File: src/rtl/uart_pkg.sv
// Shared UART definitions: receiver state encoding and frame geometry used by
// both the RX and TX controllers.
package uart_pkg;

  localparam int UART_OVERSAMPLE = 16;
  localparam int UART_DATA_BITS  = 8;

  typedef enum logic [1:0] {
    S_RX_IDLE         = 2'd0,
    S_RX_START_BIT    = 2'd1,
    S_RX_RECEIVE_BITS = 2'd2,
    S_RX_STOP_BIT     = 2'd3
  } rx_state_t;

endpackage

File: src/rtl/uart_rx_synchronizer.sv
// Two-flop synchronizer for asynchronous serial inputs. Both stages reset to
// 1 so an idle-high line never looks like a start bit coming out of reset.
module uart_rx_synchronizer #(
  parameter int WIDTH = 1
) (
  input  logic             Clk,
  input  logic             Resetn,
  input  logic [WIDTH-1:0] async_in,
  output logic [WIDTH-1:0] sync_out
);

  logic [WIDTH-1:0] meta_r;
  logic [WIDTH-1:0] sync_r;

  // Two-stage capture of the asynchronous input into the Clk domain.
  always_ff @(posedge Clk or negedge Resetn) begin
    if (!Resetn) begin
      meta_r <= {WIDTH{1'b1}};
      sync_r <= {WIDTH{1'b1}};
    end else begin
      meta_r <= async_in;
      sync_r <= meta_r;
    end
  end

  assign sync_out = sync_r;

endmodule

File: src/rtl/uart_receive_controller.sv
// UART receiver: detects the start bit with the 16x oversampling tick, samples
// each data bit at mid-bit, checks the stop bit and hands completed bytes to a
// valid/ready holding register. Framing and overrun errors are one-cycle pulses.
// DATA_BITS must be at least 2; OVERSAMPLE must be even and at least 4.
module uart_receive_controller
  import uart_pkg::*;
#(
  parameter int DATA_BITS  = UART_DATA_BITS,
  parameter int OVERSAMPLE = UART_OVERSAMPLE
) (
  input  logic                 Clk,
  input  logic                 Resetn,
  input  logic                 baud_tick,
  input  logic                 UART_RX_I,
  output logic [DATA_BITS-1:0] rx_data,
  output logic                 rx_valid,
  input  logic                 rx_ready,
  output logic                 rx_busy,
  output logic                 rx_frame_err,
  output logic                 rx_overrun
);

  localparam int TICK_W = $clog2(OVERSAMPLE);
  localparam int BIT_W  = $clog2(DATA_BITS + 1);

  localparam logic [TICK_W-1:0] TICK_MID  = TICK_W'(OVERSAMPLE / 2 - 1);
  localparam logic [TICK_W-1:0] TICK_LAST = TICK_W'(OVERSAMPLE - 1);
  localparam logic [BIT_W-1:0]  BIT_LAST  = BIT_W'(DATA_BITS - 1);

  logic                 rx_s;
  rx_state_t            state_r, state_nxt_s;
  logic [TICK_W-1:0]    tick_r, tick_nxt_s;
  logic [BIT_W-1:0]     bit_r, bit_nxt_s;
  logic [DATA_BITS-1:0] shift_r, shift_nxt_s;
  logic                 byte_done_s;
  logic                 stop_err_s;

  logic [DATA_BITS-1:0] rx_data_r;
  logic                 rx_valid_r;
  logic                 busy_r;
  logic                 frame_err_r;
  logic                 overrun_r;

  uart_rx_synchronizer #(
    .WIDTH (1)
  ) u_sync (
    .Clk      (Clk),
    .Resetn   (Resetn),
    .async_in (UART_RX_I),
    .sync_out (rx_s)
  );

  // Frame FSM state, bit/tick counters and the data shift register.
  always_ff @(posedge Clk or negedge Resetn) begin
    if (!Resetn) begin
      state_r <= S_RX_IDLE;
      tick_r  <= '0;
      bit_r   <= '0;
      shift_r <= '0;
    end else begin
      state_r <= state_nxt_s;
      tick_r  <= tick_nxt_s;
      bit_r   <= bit_nxt_s;
      shift_r <= shift_nxt_s;
    end
  end

  // Next-state logic: start validation, mid-bit sampling and stop-bit check.
  always_comb begin
    state_nxt_s = state_r;
    tick_nxt_s  = tick_r;
    bit_nxt_s   = bit_r;
    shift_nxt_s = shift_r;
    byte_done_s = 1'b0;
    stop_err_s  = 1'b0;
    case (state_r)
      S_RX_IDLE: begin
        tick_nxt_s = '0;
        if (!rx_s) begin
          state_nxt_s = S_RX_START_BIT;
        end else begin
          state_nxt_s = S_RX_IDLE;
        end
      end
      S_RX_START_BIT: begin
        if (baud_tick) begin
          if (tick_r == TICK_MID) begin
            // A line that is high again at mid start bit was only a glitch.
            tick_nxt_s = '0;
            if (!rx_s) begin
              state_nxt_s = S_RX_RECEIVE_BITS;
              bit_nxt_s   = '0;
            end else begin
              state_nxt_s = S_RX_IDLE;
            end
          end else begin
            tick_nxt_s = tick_r + TICK_W'(1);
          end
        end else begin
          tick_nxt_s = tick_r;
        end
      end
      S_RX_RECEIVE_BITS: begin
        if (baud_tick) begin
          if (tick_r == TICK_LAST) begin
            shift_nxt_s = {rx_s, shift_r[DATA_BITS-1:1]};
            bit_nxt_s   = bit_r + BIT_W'(1);
            tick_nxt_s  = '0;
            if (bit_r == BIT_LAST) begin
              state_nxt_s = S_RX_STOP_BIT;
            end else begin
              state_nxt_s = S_RX_RECEIVE_BITS;
            end
          end else begin
            tick_nxt_s = tick_r + TICK_W'(1);
          end
        end else begin
          tick_nxt_s = tick_r;
        end
      end
      S_RX_STOP_BIT: begin
        if (baud_tick) begin
          if (tick_r == TICK_LAST) begin
            // Leave at mid stop bit so a back-to-back start edge is not missed.
            tick_nxt_s  = '0;
            state_nxt_s = S_RX_IDLE;
            if (rx_s) begin
              byte_done_s = 1'b1;
            end else begin
              stop_err_s = 1'b1;
            end
          end else begin
            tick_nxt_s = tick_r + TICK_W'(1);
          end
        end else begin
          tick_nxt_s = tick_r;
        end
      end
      default: begin
        state_nxt_s = S_RX_IDLE;
        tick_nxt_s  = '0;
      end
    endcase
  end

  // Holding register, busy flag and single-cycle error pulses.
  always_ff @(posedge Clk or negedge Resetn) begin
    if (!Resetn) begin
      rx_data_r   <= '0;
      rx_valid_r  <= 1'b0;
      busy_r      <= 1'b0;
      frame_err_r <= 1'b0;
      overrun_r   <= 1'b0;
    end else begin
      busy_r      <= (state_nxt_s != S_RX_IDLE);
      frame_err_r <= stop_err_s;
      overrun_r   <= 1'b0;
      if (byte_done_s) begin
        if (!rx_valid_r || rx_ready) begin
          rx_data_r  <= shift_r;
          rx_valid_r <= 1'b1;
        end else begin
          // Consumer still holds the previous byte: keep it, drop the new one.
          overrun_r <= 1'b1;
        end
      end else if (rx_valid_r && rx_ready) begin
        rx_valid_r <= 1'b0;
      end else begin
        rx_valid_r <= rx_valid_r;
      end
    end
  end

  assign rx_data      = rx_data_r;
  assign rx_valid     = rx_valid_r;
  assign rx_busy      = busy_r;
  assign rx_frame_err = frame_err_r;
  assign rx_overrun   = overrun_r;

endmodule

File: config.mk
export PLATFORM = sky130hd
export DESIGN_NAME = uart_receive_controller
export DESIGN_NICKNAME = d
export VERILOG_FILES = /design/src/rtl/uart_pkg.sv /design/src/rtl/uart_rx_synchronizer.sv /design/src/rtl/uart_receive_controller.sv
export SDC_FILE = /design/constraint.sdc
export NUM_CORES = 1
export LEC_CHECK = 0
export CELL_PAD_IN_SITES_DETAIL_PLACEMENT = 1
export CELL_PAD_IN_SITES_GLOBAL_PLACEMENT = 2
export CORE_AREA = 3 3 65 67
export CTS_CLUSTER_SIZE = 8
export DETAILED_ROUTE_END_ITERATION = 16
export DIE_AREA = 0 0 68 70
export PLACE_DENSITY_LB_ADDON = 0.1
export SLEW_MARGIN = 20
export SYNTH_ARGS = -nofsm -noshare
export SYNTH_HDL_FRONTEND = slang
export SYNTH_HIERARCHICAL = 1
export SYNTH_SLANG_ARGS = --single-unit
File: constraint.sdc
create_clock -name Clk -period 3.2 [get_ports Clk]
set_input_delay 0.64 -clock Clk [delete_from_list [all_inputs] [get_ports Clk]]
set_output_delay 0.64 -clock Clk [all_outputs]
set_load 0.05 [all_outputs]
==> flow_summary.yaml <==
logic_synthesis:
  ys_ff_latch: 32
  synth-xor-area-share_pct: 1.180
  synthCells: 122
  syn_nets: 129
  synth_fa_ha_area_share_pct: 1.686
  synthSimpleGateAreaFrac_pct: 16.36
  synth_area_um2: 1484
  yosysWarnings: 6
  synth_top_area_cell: "dfrtp_1"
  muxShareOfSynthArea_pct: 13.49
  synth.area.top_cells: "dfrtp_1 (51%), mux2_2 (12%), dfstp_2 (3.5%)"
  synth_area_per_cell_um2: 12.16
  synth_most_common_cell: "dfrtp_1"
  synthTopCellsByCount: "dfrtp_1 (30), mux2_2 (16), nand2_1 (8)"
  postSynth.topFlopCell: "dfrtp_1"
  synth_edf_count: 0
  yosysUniqueCellTypes: 40
  synthArstFlopShare_pct: 100.0
  synth_compound_area_share_pct: 8.263
  synth_top_area_share_pct: 50.59
  ys_seq_area_share_pct: 54.13
  synth_top_family_by_area: "simple AND/OR/NAND/NOR gates"
clocking:
  post_cts_resized: 0
  cts-root-buf: "clkbuf_8"
  clk_latency_ps: 270
  ctsLongestPathBuffers: 2
  holdBufCountCts: 0
  cts_made_buffers: 5
  cts_max_level: 2
  path_clk_slew_ps: 60
  cts.sinks: 32
  cts_setup_buffers: 0
  cts_tree: "yes"
finish:
  final_nets: 146
  drive_above_1_share_pct: 22.86
  fillers: 409
  antennaDiodeCount: 0
  fin_area_um2: 1765
  areaGrowthSynthToFinish_pct: 18.97
global_routing:
  globalRouteMet1Util_pct: 19.33
  grt_pass1_wl_um: 5002
  met3_usage_pct: 3.859
  grt_max_degree: 33
  antenna_found_initial: 0
  gr-max-usage-layer: "met2"
  grt_pass1_vias: 1024
  gr-total-overflow: 0
  grt_usage_pct: 13.96
  grt_util_met2_pct: 20.77
floorplanning:
  die_y_um: 70
  rows: 22
  dieWidth_um: 68
  core_um2: 3689
  initial_core_util_pct: 40.23
  die_area_um2: 4760
  ios: 17
power:
  total_leakage_power_nw: 0.7988
  vdd_ir_drop_max_v: 0.0003809
  total_power_w: 0.001153
  power_density_nw_per_um2: 652.8
placement:
  dp_hpwl_um: 1993
  placed_cell_area_um2: 1658
  gp_congestion: 0.7446
  io_buffers: 16
detailed_routing:
  vias_per_cell: 5.096
  ant_nets: 0
  wirelength_um: 2857
  drt_iter0_drc: 40
  drc: 0
  vias: 958
  wl_per_cell_um: 15.20
  first_pass_iters: 4
sta:
  max_freq_ghz: 0.4518
  clock-skew-final_ps: 3.541
  period_share_pct: 69.17
  rsz0062_at_grt: "false"
  hold_violations: 0
  drv_slew: 0
  hold_slack_ps: 362.7
  tightest_slew_ps: 504.3
  final-setup-viol-count: 0
  fin_crit_ps: 2213
  slew_headroom_pct: 66.28
  fin_tns_setup_ps: 0
setup_path:
  cpPeakStageDelay_ps: 630
  arrival_ps: 2370
  end_kind: "flop"
  cpLargestDelayFamily: "simple AND/OR/NAND/NOR gates"
  path_class: "input port to flop"
  slowest_stage: "clkdlybuf4s50_1"
  crit_buf_inv: 1
  crit_chain: "clkdlybuf4s50_1 > nand4_1 > and4b_1 > mux2_2"
  critPathMaxFanout: 10
  required_ps: 3360
  worst_setup_path_start_kind: "input port"
run_status:
  status: "finished clean"
min_path:
  holdCritPathClass: "flop to flop"
job:
  drv_cap: 0
-- report_power, final --
group / switching [W] / internal, W
clock network: 0.000141 / 0.000231
registers: 0.000102 / 0.000461
logic: 0.000111 / 0.000106
-- layout make-up --
| cell class | instances | area (µm²) | share of cell area, % |
|---|---|---|---|
| clock buffers | 6 | 72.57 | 4.111 |
| clock inverters | 2 | 35.03 | 1.984 |
| inverters | 5 | 18.77 | 1.063 |
| multi-input cells | 78 | 608.1 | 34.44 |
| flip-flops and latches | 32 | 803.3 | 45.50 |
| well taps | 48 | 60.06 | 3.402 |
| repair buffers | 17 | 167.7 | 9.497 |
-- through the flow --
| stage | util [%] | std cells | setup WS [ps] |
|---|---|---|---|
| 2_1_floorplan | - | 122 | 1515 |
| 3_3_place_gp | 44.95 | 180 | 728.6 |
| 3_5_place_dp | 44.95 | 180 | 657.4 |
| 4_1_cts | 47.86 | 188 | 941.0 |
| 5_1_grt | 47.86 | 188 | 878.1 |
| 6_report | 47.86 | 188 | 986.6 |
-- routing by layer --
| layer | wire length, µm | vias up | part of all wire, % |
|---|---|---|---|
| met5 | 0 | - | 0 |
| met4 | 18 | 0 | 0.63 |
| met3 | 91 | 2 | 3.2 |
| met2 | 1369 | 14 | 48 |
| met1 | 1378 | 478 | 48 |
| li1 | - | 464 | - |
-- worst paths after layout --
check / startpoint / end / slack (ps) / depth (start not counted)
max reg2reg: tick_r[0]$_DFFE_PN0P_ / rx_data[6]$_DFFE_PN0P_ / 1310 / 4
min in group asynchronous: Resetn / bit_r[1]$_DFFE_PN0P_ / 760 / 2
min reg2reg: u_sync/meta_r$_DFF_PN1_ / u_sync/sync_out$_DFF_PN1_ / 360 / 0
max: baud_tick / rx_data[6]$_DFFE_PN0P_ / 990 / 4
min: u_sync/meta_r$_DFF_PN1_ / u_sync/sync_out$_DFF_PN1_ / 360 / 0
max in group asynchronous: Resetn / u_sync/sync_out$_DFF_PN1_ / 2100 / 2
-- cell usage in the layout, fill, tap and decap left out, types with 2 or more instances in the layout --
cell type        instances
nand2_1                  8
nand3b_1                 2
a211o_1                  2
nand3_1                  6
nand2b_1                 3
clkbuf_8                 5
o21ai_0                  3
clkdlybuf4s50_1         16
dfstp_2                  2
dfrtp_1                 30
mux2i_1                  2
nor2_1                   5
nand4_1                  3
and3_1                   2
a21oi_1                  3
inv_1                    5
mux2_2                  16
xor2_1                   2
ha_1                     2
-- worst register-to-register path, delay by kind of cell, from the launching register on --
| kind | cells | cell delay (ps) |
|---|---|---|
| adder cells (fa/ha/maj) | 1 | 290 |
| flip-flops | 1 | 410 |
| multiplexers | 1 | 390 |
| AND/OR/NAND/NOR | 2 | 700 |
-- sequential cells by signal, indices dropped and copies added, names as in the netlist --
register	cells
u_sync/sync_out	1
rx_data	8
state_r	2
rx_overrun	1
rx_frame_err	1
shift_r	8
rx_valid	1
bit_r	4
tick_r	4
u_sync/meta_r	1
rx_busy	1
-- kinds of logic (layout without fill, tap and decap cells) --
group,count (synthesis),count (layout)
adders and majority gates,2,2
buffers and inverters,12,30
xor gates and xnor gates,2,2
and+or+nand+nor,40,40
AOI/OAI and AO/OA,16,16
muxes,18,18
DFF,32,32
(Power assumes the default switching activity.)
